$ cat src/rtl/stream_rr_arb.sv
// stream_rr_arb: round-robin N:1 stream arbiter with packet locking
// and a registered output stage.
module stream_rr_arb #(
    parameter int N   = 4,
    parameter int W   = 32,
    parameter int IDW = $clog2(N)
) (
    input  logic                clk,
    input  logic                rst_n,
    input  logic                clk_en,
    input  logic [N-1:0]        req_valid,
    output logic [N-1:0]        req_ready,
    input  logic [N-1:0][W-1:0] req_data,
    input  logic [N-1:0]        req_last,
    output logic                o_valid,
    input  logic                o_ready,
    output logic [W-1:0]        o,
    output logic                o_last,
    output logic [IDW-1:0]      o_id
);

    typedef enum logic {
        ST_UNLOCKED,
        ST_LOCKED
    } state_t;

    state_t         state_q, state_d;
    logic [IDW-1:0] prio_q, prio_d;
    logic [IDW-1:0] lock_id_q, lock_id_d;
    logic           o_valid_q, o_valid_d;
    logic [W-1:0]   o_q, o_d;
    logic           o_last_q, o_last_d;
    logic [IDW-1:0] o_id_q, o_id_d;

    logic           locked;
    logic [IDW-1:0] rr_g;
    logic [IDW-1:0] g;
    logic [IDW-1:0] g_inc;
    logic [IDW:0]   cand;
    logic           slot_free;
    logic           acc;

    assign locked = (state_q == ST_LOCKED);

    // Descending scan so the lowest rotated offset wins.
    always_comb begin
        rr_g = prio_q;
        cand = '0;
        for (int k = N - 1; k >= 0; k--) begin
            cand = {1'b0, prio_q} + (IDW+1)'(k);
            if (cand >= (IDW+1)'(N)) begin
                cand = cand - (IDW+1)'(N);
            end
            if (req_valid[cand[IDW-1:0]]) begin
                rr_g = cand[IDW-1:0];
            end
        end
    end

    assign g         = locked ? lock_id_q : rr_g;
    assign g_inc     = (g == IDW'(N - 1)) ? '0 : g + 1'b1;
    assign slot_free = !o_valid_q || o_ready;

    always_comb begin
        req_ready = '0;
        for (int j = 0; j < N; j++) begin
            req_ready[j] = rst_n && clk_en && slot_free
                         && (g == IDW'(j))
                         && (locked || req_valid[j]);
        end
    end

    assign acc = req_valid[g] && req_ready[g];

    always_comb begin
        state_d   = state_q;
        prio_d    = prio_q;
        lock_id_d = lock_id_q;
        o_valid_d = o_valid_q;
        o_d       = o_q;
        o_last_d  = o_last_q;
        o_id_d    = o_id_q;
        if (clk_en) begin
            if (acc) begin
                o_valid_d = 1'b1;
                o_d       = req_data[g];
                o_last_d  = req_last[g];
                o_id_d    = g;
                if (req_last[g]) begin
                    state_d = ST_UNLOCKED;
                    prio_d  = g_inc;
                end else begin
                    state_d   = ST_LOCKED;
                    lock_id_d = g;
                end
            end else if (o_ready) begin
                o_valid_d = 1'b0;
            end
        end
    end

    always_ff @(posedge clk) begin
        if (!rst_n) begin
            state_q   <= ST_UNLOCKED;
            prio_q    <= '0;
            lock_id_q <= '0;
            o_valid_q <= 1'b0;
            o_q       <= '0;
            o_last_q  <= 1'b0;
            o_id_q    <= '0;
        end else begin
            state_q   <= state_d;
            prio_q    <= prio_d;
            lock_id_q <= lock_id_d;
            o_valid_q <= o_valid_d;
            o_q       <= o_d;
            o_last_q  <= o_last_d;
            o_id_q    <= o_id_d;
        end
    end

    assign o_valid = o_valid_q;
    assign o       = o_q;
    assign o_last  = o_last_q;
    assign o_id    = o_id_q;

endmodule

$ cat config.mk
export PLATFORM = sky130hd
export DESIGN_NAME = stream_rr_arb
export DESIGN_NICKNAME = d
export VERILOG_FILES = /design/src/rtl/stream_rr_arb.sv
export SDC_FILE = /design/constraint.sdc
export NUM_CORES = 1
export LEC_CHECK = 0
export CORE_AREA = 2 2 75 113
export DETAILED_ROUTE_END_ITERATION = 8
export DIE_AREA = 0 0 77 115
export PLACE_DENSITY = 0.84
export SYNTH_ARGS = -nofsm -noshare
export SYNTH_HDL_FRONTEND = slang
export SYNTH_SLANG_ARGS = --single-unit
$ cat constraint.sdc
create_clock -name clk -period 5.5 [get_ports clk]
set_input_delay 1.1 -clock clk [delete_from_list [all_inputs] [get_ports clk]]
set_output_delay 1.1 -clock clk [all_outputs]
set_load 0.1 [all_outputs]
==> results of run 1 <==
[critical path, cell delays in order]
cell and delay (ns):
clkdlybuf4s50_1 0.55, or3b_4 0.47, nand2_4 0.12, o211ai_4 0.09, and2_4 0.27, inv_2 0.10
ha_1 0.22, o21ai_0 0.11, nor2_1 0.19, buf_12 0.20
[worst min-delay path by stage]
stage / slack (ns) / to / startpoint / depth (start not counted)
global route: 0.47 / o[6] / o[6] / 2
CTS: 0.45 / o[6] / o[6] / 2
global placement: 0.44 / o[10] / o[10] / 2
floorplan: 0.47 / prio_q[0] / prio_q[0] / 2
finish: 0.45 / o[31] / o[31] / 2
detailed placement: 0.45 / o[6] / o[6] / 2
[layout make-up]
| cell class | instances | area share [%] |
|---|---|---|
| repair buffers | 183 | 36.1 |
| flip-flops and latches | 41 | 16.0 |
| well taps | 105 | 2.56 |
| clock buffers | 7 | 2.78 |
| multi-input cells | 282 | 39.7 |
| inverters | 39 | 2.85 |
[kinds of logic (layout without fill, tap and decap cells)]
family	after synthesis	in the layout
buffers and inverters	72	229
AND/OR/NAND/NOR	115	115
adder cells (fa/ha/maj)	1	1
multiplexers	35	35
flip-flops	41	41
AO/OA/AOI/OAI	131	131
[metal layers]
| layer | GRT usage [%] | routed length [µm] |
|---|---|---|
| met5 | 0 | 0 |
| met4 | 11.0 | 301 |
| met3 | 3.92 | 569 |
| met2 | 46.7 | 6050 |
| met1 | 28.1 | 4290 |
[stage by stage]
stage | instance area, µm² | utilization [%] | worst slack (ns)
after floorplan | 3220 | - | 0.0623
after global placement | 4990 | 63.1 | 0.973
after detailed placement | 4990 | 63.1 | 0.869
after CTS | 5130 | 64.9 | 0.987
after global routing | 5130 | 64.9 | 0.820
final | 5130 | 64.9 | 0.973
[flip-flops by register name (all words and copies together), names as in the netlist]
register and cells:
o_id 2, o_valid 1, o_last 1, prio_q 2, lock_id_q 2, locked 1, o 32
[cell usage in the layout, fill, tap and decap left out, types with 8 or more instances in the layout]
cell type / synthesis / layout
a21oi_1: 31 / 31
nor2_1: 10 / 10
inv_1: 36 / 36
clkdlybuf4s50_1: 0 / 175
nand3_1: 37 / 37
a21oi_2: 8 / 8
nand2_1: 41 / 41
o211ai_1: 55 / 55
o211ai_2: 10 / 10
mux2_1: 32 / 32
dfxtp_1: 41 / 41
[power groups by stage]
stage / clock network, mW / registers [mW] / logic [mW]
final: 0.289 / 0.328 / 0.483
after floorplan: 0 / 0.446 / 0.210
after global placement: 0 / 0.334 / 0.477
after CTS: 0.296 / 0.328 / 0.486
after detailed placement: 0 / 0.334 / 0.484
after global routing: 0.307 / 0.330 / 0.513
==> reports/metrics.csv, run 1 <==
stage,metric,value,unit
yosys,area fraction of the dominant cell type after synthesis,25.5,%
critical_path,R2R Path End,o[1],
cts,CTS Hold Bufs,0,
critical_path,kind of end point of the critical path,output port,
sta,fin crit period,4.53,ns
sta,final cycle utilization of the critical path,82.3,%
finish,Area growth syn-to-layout,59.6,%
floorplan,Initial Util,40.6,%
yosys,adder-cell share of the synthesized area,0.389,%
drt,Iter 0 DRT Violations,158,
floorplan,core area,7910,µm²
drt,DR vias,3639,
yosys,mux share of post-synthesis cell area,12.1,%
critical_path,register-to-register setup slack,2.13,ns
cts,Max Buffers Root-to-Sink,2,
drt,Avg WL per Cell,17.1,µm
finish,antenna cells,0,
cts,post-cts sizing count,0,
yosys,"area leader, netlist",dfxtp_1,
yosys,most common cell in the netlist,o211ai_1,
cts,"Reg clk slew, reported paths",0.06,ns
yosys,most instantiated cells after synthesis,"55 x o211ai_1, 41 x dfxtp_1, 41 x nand2_1, 37 x nand3_1, 36 x inv_1",
grt,initial antenna violation count,0,
grt,GR Util All Layers,25.0,%
cts,clk root buf,clkbuf_16,
floorplan,Ports,180,
yosys,largest family of logic cells by synthesized area,compound AO/OA/AOI/OAI gates,
power,leak pwr,1.85,nW
finish,Fill cells,685,
placement,Port Buf Inserts,179,
sta,TNS Setup,0,ns
run_status,status,"complete, no violations",
yosys,synthesis warning total,0,
cts,CTS tree,built,
grt,GRT Residual Overflow,0,
cts,number of sinks on the clock net,41,
sta,fin. max-slew vios,0,
yosys,Compound-Gate Fraction of Synth Area,32.6,%
drt,vias per cell,5.54,
yosys,Post-Synth Simple-Gate Area,18.1,%
yosys,"Seq/Total Area, Yosys",25.5,%
sta,Max transition margin,31.0,%
power,Psw,414,µW
yosys,number of synthesized flops with an enable pin,0,
grt,vias in the first global route,3633,
finish,layout cells sized above 1,9.60,%
cts,CTS Buf Count,5,
floorplan,die height,115,µm
cts,post-CTS setup buffers,0,
finish,fin cells,657,
power,clock share of power,26.2,%
grt,pin count of the biggest net entering global routing,65,
cts,clk_lat worst skew,0.28,ns
placement,Post-DP HPWL,8180,µm
critical_path,CP Launch Point,req_valid[2],
finish,area of the multi-input gates,2040,µm²
floorplan,Rows,40,
sta,Max Fclk,221,MHz
sta,final hold vios,0,
flow_run,max-cap viol count,0,
critical_path,crit-path max FO,31,
power,switch share,37.6,%
power,Reg power frac,29.8,%
drt,DRC errors left,0,
yosys,post-synthesis xor/xnor area fraction,0,%
critical_path,Startpoint Class,primary input,
yosys,#FFs+latches synth,41,
critical_path,Worst setup endpoint,req_ready[3],
critical_path,Worst Reg2Reg Path Length in Cells,13,
critical_path,worst path arrival time,3.43,ns
power,cell-internal power,687,µW
critical_path,kind of critical path,primary input to output port,
cts,htree depth,2,
placement,Inst Count DP,650,
sta,Fin Clk Skew,0.00334,ns
yosys,synth top area cells,"dfxtp_1 26%, o211ai_1 13%, mux2_1 11%",
yosys,most used flip-flop cell after synthesis,dfxtp_1,
placement,Placer Congestion,1.04,
sta,hold slack,0.453,ns
critical_path,Critical Path RT,4.40,ns
yosys,Synthesized Nets,536,
finish,# nets final,693,
drt,drt total wl,11200,µm
power,"IR drop worst, VDD",130,µV
yosys,Netlist cell types,51,
drt,drt pass-1 iters,4,
sta,Tightest Pin Transition,1.03,ns
sta,unrepaired setup endpoints after global routing,false,
finish,FF+latch area,821,µm²
worst_hold_path,worst min path class,flop to flop,
drt,DRT antenna net count,0,
yosys,cells after synthesis,395,
yosys,asr flop ratio synth,0,%
yosys,cell area after synthesis,3210,µm²
grt,global-route wire length before repair,18000,µm
floorplan,DIE WIDTH,77,µm
yosys,average size of a mapped cell,8.13,µm²
power,Logic pwr share,43.9,%
sta,final setup fails,0,
power,final total power,1.10,mW
floorplan,full die area,8860,µm²
critical_path,reg2reg start,prio_q[0],
power,PwrDens,215,nW/µm²
Note: power is estimated with default switching activity, not from simulation.
==> run 2, diff against run 1 <==
Settings changed: CORE_AREA 2 2 75 113 to 2 2 78 117, DIE_AREA 0 0 77 115 to 0 0 80 119, PLACE_DENSITY 0.84 to 0.79.
Clock period 5.5 ns to 4.4 ns, I/O delays scaled along.
==> run 2 against run 1 <==
- non-clock buffer count grew 1
- hold slack is essentially flat
- global-route usage shrank 1.6 points
- wire length grew 2.3%
- die area grew 7.5%
- critical path type is now primary input to flop
==> reports/metrics.csv, run 2 (synthesis results as in run 1) <==
stage,metric,value,unit,change
cts,CTS Buf Count,5,,unchanged
grt,GR Util All Layers,23.4,%,-1.6 points
floorplan,die height,119,µm,+3.5%
worst_hold_path,worst min path class,flop to flop,,
sta,unrepaired setup endpoints after global routing,false,,
grt,pin count of the biggest net entering global routing,70,,+7.7%
placement,Inst Count DP,656,,+0.92%
critical_path,R2R Path End,o[0],,
drt,drt pass-1 iters,4,,unchanged
drt,DR vias,3641,,+0.055%
flow_run,max-cap viol count,0,,unchanged
cts,number of sinks on the clock net,41,,unchanged
grt,GRT Residual Overflow,0,,unchanged
critical_path,kind of critical path,primary input to flop,,
finish,max reg flops,32,,unchanged
floorplan,DIE WIDTH,80,µm,+3.9%
cts,Max Buffers Root-to-Sink,2,,unchanged
floorplan,Rows,42,,+5.0%
cts,htree depth,2,,unchanged
critical_path,register-to-register setup slack,1.18,ns,-0.95 ns
finish,"commonest non-fill, non-tap cells in the layout","175 x clkdlybuf4s50_1, 55 x o211ai_1, 41 x nand2_1, 41 x dfxtp_1, 37 x nand3_1",,
critical_path,crit-path max FO,34,,+9.7%
sta,fin. max-slew vios,0,,unchanged
cts,clk_lat worst skew,0.28,ns,about the same
placement,Port Buf Inserts,179,,unchanged
power,"IR drop worst, VDD",165,µV,+27%
finish,layout cells sized above 1,10.5,%,+0.87 points
critical_path,kind of end point of the critical path,flop,,
drt,Avg WL per Cell,17.3,µm,+1.2%
floorplan,core area,8620,µm²,+9.0%
cts,post-cts sizing count,0,,unchanged
cts,clk root buf,clkbuf_16,,
placement,Placer Congestion,0.876,,-15%
cts,CTS Hold Bufs,0,,unchanged
sta,TNS Setup,0,ns,unchanged
floorplan,full die area,9520,µm²,+7.5%
critical_path,Worst setup endpoint,o[0],,
power,PwrDens,272,nW/µm²,+27%
finish,fin cells,664,,+1.1%
drt,DRC errors left,0,,unchanged
sta,Max transition margin,30.7,%,-0.24 points
sta,final hold vios,0,,unchanged
critical_path,CP Launch Point,req_valid[0],,
run_status,status,"complete, no violations",,
grt,global-route wire length before repair,17800,µm,-0.92%
sta,Fin Clk Skew,0.00615,ns,+0.00281 ns
finish,# nets final,694,,+0.14%
power,leak pwr,1.87,nW,+1.0%
sta,fin crit period,4.00,ns,
floorplan,Ports,180,,unchanged
placement,Post-DP HPWL,8320,µm,+1.7%
finish,antenna cells,0,,unchanged
drt,drt total wl,11500,µm,+2.3%
floorplan,Initial Util,37.3,%,-3.4 points
critical_path,Worst Reg2Reg Path Length in Cells,13,,unchanged
cts,CTS tree,built,,
sta,final setup fails,0,,unchanged
cts,"Reg clk slew, reported paths",0.06,ns,about the same
sta,final cycle utilization of the critical path,90.9,%,
drt,Iter 0 DRT Violations,181,,+15%
sta,Max Fclk,250,MHz,
critical_path,reg2reg start,prio_q[0],,
grt,initial antenna violation count,0,,unchanged
critical_path,worst path arrival time,4.20,ns,+0.77 ns
grt,vias in the first global route,3615,,-0.50%
finish,Area growth syn-to-layout,61.1,%,
critical_path,Startpoint Class,primary input,,
cts,post-CTS setup buffers,0,,unchanged
sta,Tightest Pin Transition,1.04,ns,+0.00364 ns
critical_path,Critical Path RT,4.60,ns,+0.20 ns
drt,DRT antenna net count,0,,unchanged
finish,"most common cell after layout, fill and taps aside",clkdlybuf4s50_1,,
drt,vias per cell,5.48,,-1.0%
[run 2: cell type report]
class | instances | area [µm²]
fill | 800 | 3440
sequential | 41 | 821
clock inverter | 1 | 5.00
timing repair buffer | 184 | 1870
inverter | 39 | 146
tap | 110 | 138
multi-input combinational | 282 | 2050
clock buffer | 7 | 153
[run 2: routing by layer]
layer | vias up | GRT usage, % | share of wire [%]
li1 | 1745 | - | -
met1 | 1736 | 26.7 | 39
met2 | 138 | 42.6 | 53
met3 | 22 | 2.95 | 5.0
met4 | 0 | 9.96 | 3.0
met5 | - | 0 | 0
[run 2: per-stage QoR]
stage          power [mW]  setup WS (ns)  utilization [%]  instance area, µm²  hold WS [ns]
2_1_floorplan       0.821          0.205                -                3230         0.467
3_3_place_gp         1.02          0.248             58.2                5020         0.442
3_5_place_dp         1.03          0.126             58.2                5020         0.446
4_1_cts              1.42          0.430             60.1                5180         0.455
5_1_grt              1.47          0.162             60.1                5180         0.472
6_report             1.41          0.399             60.1                5180         0.453
[run 2: report_power, final]
| group | leakage [nW] | total [mW] | switching, mW | internal (mW) |
|---|---|---|---|---|
| sequential | 0.333 | 0.410 | 0.0165 | 0.394 |
| combinational | 1.46 | 0.611 | 0.367 | 0.244 |
| clock | 0.0799 | 0.386 | 0.145 | 0.240 |
[run 2: critical path: stages]
cell and delay [ns]:
clkdlybuf4s50_1 0.56, and2b_1 0.28, nor3_4 0.30, o211ai_4 0.12
and2_4 0.16, inv_2 0.06, ha_1 0.21, nand3_1 0.09
a31oi_1 0.17, o41ai_1 0.10, a31oi_2 0.37, o2bb2ai_4 0.48
o211ai_1 0.20, a21oi_1 0.18
[run 2: worst min-delay path by stage]
stage                         start        end  slack, ns  depth (start not counted)
after CTS                     o[31]      o[31]       0.45                          2
after global routing          o[31]      o[31]       0.47                          2
after global placement         o[5]       o[5]       0.44                          2
after detailed placement      o[31]      o[31]       0.45                          2
final                         o[23]      o[23]       0.45                          2
after floorplan           prio_q[0]  prio_q[0]       0.47                          2
==> run 3, diff against run 2 <==
Settings changed: ABC_CLOCK_PERIOD_IN_PS from default to 4400.
==> results of run 3 <==
Final layout, timing and power as in run 2 (identical DEF).
==> RTL change 1, RTL diff (config.mk and constraints of run 3) <==
Take the reset off `o_q` and load it in a clocked block of its own.
--- a/src/rtl/stream_rr_arb.sv
+++ b/src/rtl/stream_rr_arb.sv
@@ -106,5 +106,4 @@
             lock_id_q <= '0;
             o_valid_q <= 1'b0;
-            o_q       <= '0;
             o_last_q  <= 1'b0;
             o_id_q    <= '0;
@@ -114,8 +113,11 @@
             lock_id_q <= lock_id_d;
             o_valid_q <= o_valid_d;
-            o_q       <= o_d;
             o_last_q  <= o_last_d;
             o_id_q    <= o_id_d;
         end
+    end
+
+    always_ff @(posedge clk) begin
+        o_q <= o_d;
     end
 
Behaviour: differs if rst_n is asserted again (counterexample within 4 cycles, from zero or initial values and one cycle with rst_n low); with rst_n held inactive, the same outputs for 4 cycles.
==> RTL change 1 against run 3 <==
  * Synthesized area down 15%
  * Largest power group unchanged
  * Combinational power up 95%
  * Via count down 23%
  * Power is 53% higher
  * Setup slack gained 0.076 ns
  * Cell area fell by 7.8%
  * Sequential cell count did not move
  * First-iteration DRC count decreased by 41%
  * Critical path depth shrank 5
  * Clock power grew 4%
  * Wire length fell by 22%
  * Critical path type is now input pin to output pin
  * Worst hold slack improved by 0.044 ns
==> RTL change 1: results (changes against run 3) <==
{
  "power": {
    "p_leak": {"value": 1.76, "unit": "nW", "change": "was 1.87 nW"},
    "vdd_ir_drop_max": {"value": 273, "unit": "µV", "change": "was 165 µV"}
  },
  "critical_path": {
    "worst_path_arrival_time": {"value": 3.05, "unit": "ns", "change": "was 4.20 ns"},
    "timing.critical_path.slowest_cell_delay": {"value": 0.59, "unit": "ns", "change": "was 0.56 ns"},
    "critical_path.max_fanout": {"value": 36, "change": "was 34"},
    "critical-path-top-delay-family": {"value": "buffers and inverters", "change": "was compound AO/OA/AOI/OAI gates"}
  },
  "logic_synthesis": {
    "synth_edf_count": {"value": 32, "change": "was 0"},
    "syn_nets": {"value": 436, "change": "was 536"},
    "synthTopCellsByArea": {"value": "sky130_fd_sc_hd__edfxtp_1, sky130_fd_sc_hd__mux2_2, sky130_fd_sc_hd__nand2_1", "change": "was sky130_fd_sc_hd__dfxtp_1, sky130_fd_sc_hd__o211ai_1, sky130_fd_sc_hd__mux2_1"},
    "yosysSeqAreaShare": {"value": 0.420, "change": "was 0.255"},
    "yosys-top-cells-count": {"value": "sky130_fd_sc_hd__nand2_1, sky130_fd_sc_hd__nor2_1, sky130_fd_sc_hd__a31oi_1", "change": "was sky130_fd_sc_hd__o211ai_1, sky130_fd_sc_hd__dfxtp_1, sky130_fd_sc_hd__nand2_1"},
    "synth_cell_type_count": {"value": 47, "change": "was 51"}
  },
  "timing": {
    "maxSlewHeadroom": {"value": 0.319, "change": "was 0.307"},
    "skew": {"value": 0.00484, "unit": "ns", "change": "was 0.00615 ns"}
  },
  "grt": {
    "grt_antenna_before_repair": {"value": 0, "change": "unchanged"},
    "grt_first_pass_wirelength": {"value": 14000, "unit": "µm", "change": "was 17,800 µm"},
    "first_global_vias": {"value": 2912, "change": "was 3,615"},
    "globalRouteTotalUtil": {"value": 0.186, "change": "was 0.234"},
    "grt_start_max_net_pins": {"value": 66, "change": "was 70"}
  },
  "final_layout": {
    "layout-drive-gt1-share": {"value": 0.142, "change": "was 0.105"},
    "numnets_final": {"value": 606, "change": "was 694"}
  },
  "placed_design": {
    "dpl.hpwl": {"value": 6920, "unit": "µm", "change": "was 8320 µm"},
    "globalplace.congestion": {"value": 0.842, "change": "was 0.876"},
    "post_dp_cell_area": {"value": 4610, "unit": "µm²", "change": "was 5020 µm²"}
  },
  "detailed_routing": {
    "route.final.wire_length": {"value": 8910, "unit": "µm", "change": "was 11,500 µm"},
    "drt_first_iter_violations": {"value": 106, "change": "was 181"},
    "drt-vias-per-instance": {"value": 4.89, "change": "was 5.48"}
  },
  "clock_network": {
    "clock_pin_slew_worst_setup_and_hold_paths_ns": 0.05
  },
  "outcome": {
    "run_status": {"value": "complete, no violations", "change": "unchanged"}
  }
}
## RTL change 1: cell families after synthesis
family                     synth area share
and+or+nand+nor                       0.204
AOI/OAI and AO/OA                     0.169
DFF                                   0.420
muxes                                 0.140
buffers and inverters                0.0627
adders and majority gates           0.00461
## RTL change 1: path summary, 6_finish.rpt
check	start	endpoint	slack [ns]	depth (start not counted)
worst max-delay path	req_valid[0]	req_ready[0]	0.47	9
worst min-delay path	o_id[0]	o_id[0]	0.50	2
worst max register to register	prio_q[0]	prio_q[1]	1.25	14
worst min register to register	o_id[0]	o_id[0]	0.50	2
## RTL change 1: layout make-up
class	count	area (µm²)
fill	782	3850
timing repair buffer	183	1860
multi-input combinational	228	1440
sequential	41	1140
tap	110	138
clock buffer	5	125
clock inverter	2	35.0
inverter	6	30.0
## RTL change 1: report_power, final
part / internal [W] / switching (W)
clock: 0.000263 / 0.000137
sequential: 0.000527 / 0.0000335
combinational: 0.000408 / 0.000785
## RTL change 1: stage by stage
| stage | hold slack (ns) | cells | power (W) | TNS (ns) | worst slack (ns) |
|---|---|---|---|---|---|
| 2_1_floorplan | 0.481 | 295 | 0.00146 | -0.179 | -0.179 |
| 3_3_place_gp | 0.466 | 568 | 0.00176 | 0 | 0.319 |
| 3_5_place_dp | 0.498 | 568 | 0.00177 | 0 | 0.231 |
| 4_1_cts | 0.504 | 575 | 0.00217 | 0 | 0.448 |
| 5_1_grt | 0.512 | 575 | 0.00227 | 0 | 0.312 |
| 6_report | 0.497 | 575 | 0.00215 | 0 | 0.475 |
## RTL change 1: layer usage
metal,GRT usage,share of wire,up-vias
met2,0.343,0.54,114
li1,-,-,1397
met4,0.0551,0.016,0
met5,0,0,-
met1,0.202,0.37,1288
met3,0.0500,0.081,12
==> RTL change 2, RTL diff (flow settings as in run 3) <==
Without the edit above. `N`: 4 -> 2.
--- a/src/rtl/stream_rr_arb.sv
+++ b/src/rtl/stream_rr_arb.sv
@@ -2,5 +2,5 @@
 // and a registered output stage.
 module stream_rr_arb #(
-    parameter int N   = 4,
+    parameter int N   = 2,
     parameter int W   = 32,
     parameter int IDW = $clog2(N)
Interface: changed (5 resized); port bits go from 180 to 109. No check against the original RTL was run, so the function may have changed too.
==> RTL change 2 against run 3 <==
  * The flow now finishes with violations (DRC)
  * Cell area decreased by 31%
  * Sequential cell count fell by 3
  * Setup slack gained 0.72 ns
  * Combinational power shrank 25%
  * Synthesized area is 31% lower
  * Wire length shrank 35%
  * Power decreased by 6.1%
  * Global-route usage is 8.6 points lower
  * Synthesized cell count shrank 39%
  * Register-to-register slack improved by 0.48 ns
  * Largest power group is now clock
==> RTL change 2: results (changes against run 3) <==
{
  "logic_synthesis": {
    "synth_compound_gate_area_share": {"value": 0.354, "change": "was 0.326"},
    "yosys-top-cells-count": {"value": "sky130_fd_sc_hd__a21oi_1, sky130_fd_sc_hd__dfxtp_1, sky130_fd_sc_hd__a222oi_1, sky130_fd_sc_hd__mux2_2, sky130_fd_sc_hd__o21ai_0", "change": "was sky130_fd_sc_hd__o211ai_1, sky130_fd_sc_hd__dfxtp_1, sky130_fd_sc_hd__nand2_1"},
    "synthTopCellsByArea": {"value": "sky130_fd_sc_hd__dfxtp_1, sky130_fd_sc_hd__mux2_2, sky130_fd_sc_hd__a222oi_1", "change": "was sky130_fd_sc_hd__dfxtp_1, sky130_fd_sc_hd__o211ai_1, sky130_fd_sc_hd__mux2_1"},
    "yosysSeqAreaShare": {"value": 0.345, "change": "was 0.255"}
  },
  "timing": {
    "tightestPinTransition": {"value": 1.01, "unit": "ns", "change": "was 1.04 ns"},
    "skew": {"value": 0.00742, "unit": "ns", "change": "was 0.00615 ns"}
  },
  "critical_path": {
    "r2r.worst_path.cells": {"value": 5, "change": "was 13"},
    "worst_path_arrival_time": {"value": 2.40, "unit": "ns", "change": "was 4.20 ns"},
    "critical_path.max_fanout": {"value": 10, "change": "was 34"},
    "critPathCapture": {"value": "req_ready[0]", "change": "was o[0]"},
    "critical-path-top-delay-family": {"value": "buffers and inverters", "change": "was compound AO/OA/AOI/OAI gates"}
  },
  "grt": {
    "groute.layer.met3.usage": {"value": 0.0242, "change": "was 0.0295"},
    "grt_start_max_net_pins": {"value": 72, "change": "was 70"},
    "grtUsageMet1": {"value": 0.164, "change": "was 0.267"},
    "globalRouteTotalUtil": {"value": 0.148, "change": "was 0.234"}
  },
  "power": {
    "internal_power": {"value": 0.000868, "unit": "W", "change": "was 0.000878 W"},
    "p_leak": {"value": 1.23, "unit": "nW", "change": "was 1.87 nW"}
  },
  "outcome": {
    "run_status": {"value": "finished, violations left", "change": "was complete, no violations"},
    "failed_checks": "DRC"
  },
  "final_layout": {
    "inverters": {"value": 2, "change": "was 39"},
    "multi_input_area_share": {"value": 0.372, "change": "was 0.395"},
    "clock_buffer_count": {"value": 5, "change": "was 7"}
  },
  "placed_design": {
    "place.detailed.instances": {"value": 439, "change": "was 656"},
    "globalplace.congestion": {"value": 0.797, "change": "was 0.876"}
  },
  "detailed_routing": {
    "remaining_drc_errors": {"value": 1, "change": "was 0"}
  }
}
## RTL change 2: changes by cell type in the layout (fill, tap and decap cells not counted), moves of 34 or more
| cell | run 3 | this run |
|---|---|---|
| sky130_fd_sc_hd__inv_1 | 36 | 2 |
| sky130_fd_sc_hd__clkdlybuf4s50_1 | 175 | 106 |
| sky130_fd_sc_hd__o211ai_1 | 55 | 0 |
| sky130_fd_sc_hd__nand3_1 | 37 | 0 |
| sky130_fd_sc_hd__nand2_1 | 41 | 6 |
## RTL change 2: power by group through the flow
stage | combinational, W | clock, W | sequential [W]
detailed placement | 0.000459 | 0 | 0.000399
floorplan | 0.000151 | 0 | 0.000554
CTS | 0.000461 | 0.000486 | 0.000392
global route | 0.000483 | 0.000499 | 0.000395
global placement | 0.000451 | 0 | 0.000398
finish | 0.000459 | 0.000470 | 0.000392
## RTL change 2: through the flow
stage | utilization | hold WS [ns] | total power [W] | worst slack [ns] | cell area (µm²)
3_3_place_gp | 0.392 | 0.465 | 0.000849 | 1.20 | 3370
3_5_place_dp | 0.392 | 0.473 | 0.000859 | 1.14 | 3370
4_1_cts | 0.414 | 0.482 | 0.00134 | 1.13 | 3570
2_1_floorplan | - | 0.532 | 0.000705 | 0.398 | 2200
6_report | 0.414 | 0.477 | 0.00132 | 1.12 | 3570
5_1_grt | 0.414 | 0.499 | 0.00138 | 0.994 | 3570
## RTL change 2: cell families (layout without fill, tap and decap cells)
logic type	count (synthesis)	count (layout)
AO/OA/AOI/OAI	114	114
flip-flops	38	38
multiplexers	34	34
AND/OR/NAND/NOR	28	28
buffers and inverters	28	123
## RTL change 2: per-layer routing
| metal | share of wire | vias up |
|---|---|---|
| met5 | 0 | - |
| met4 | 0.014 | 0 |
| met3 | 0.040 | 8 |
| met2 | 0.54 | 81 |
| met1 | 0.40 | 1180 |
| li1 | - | 1168 |
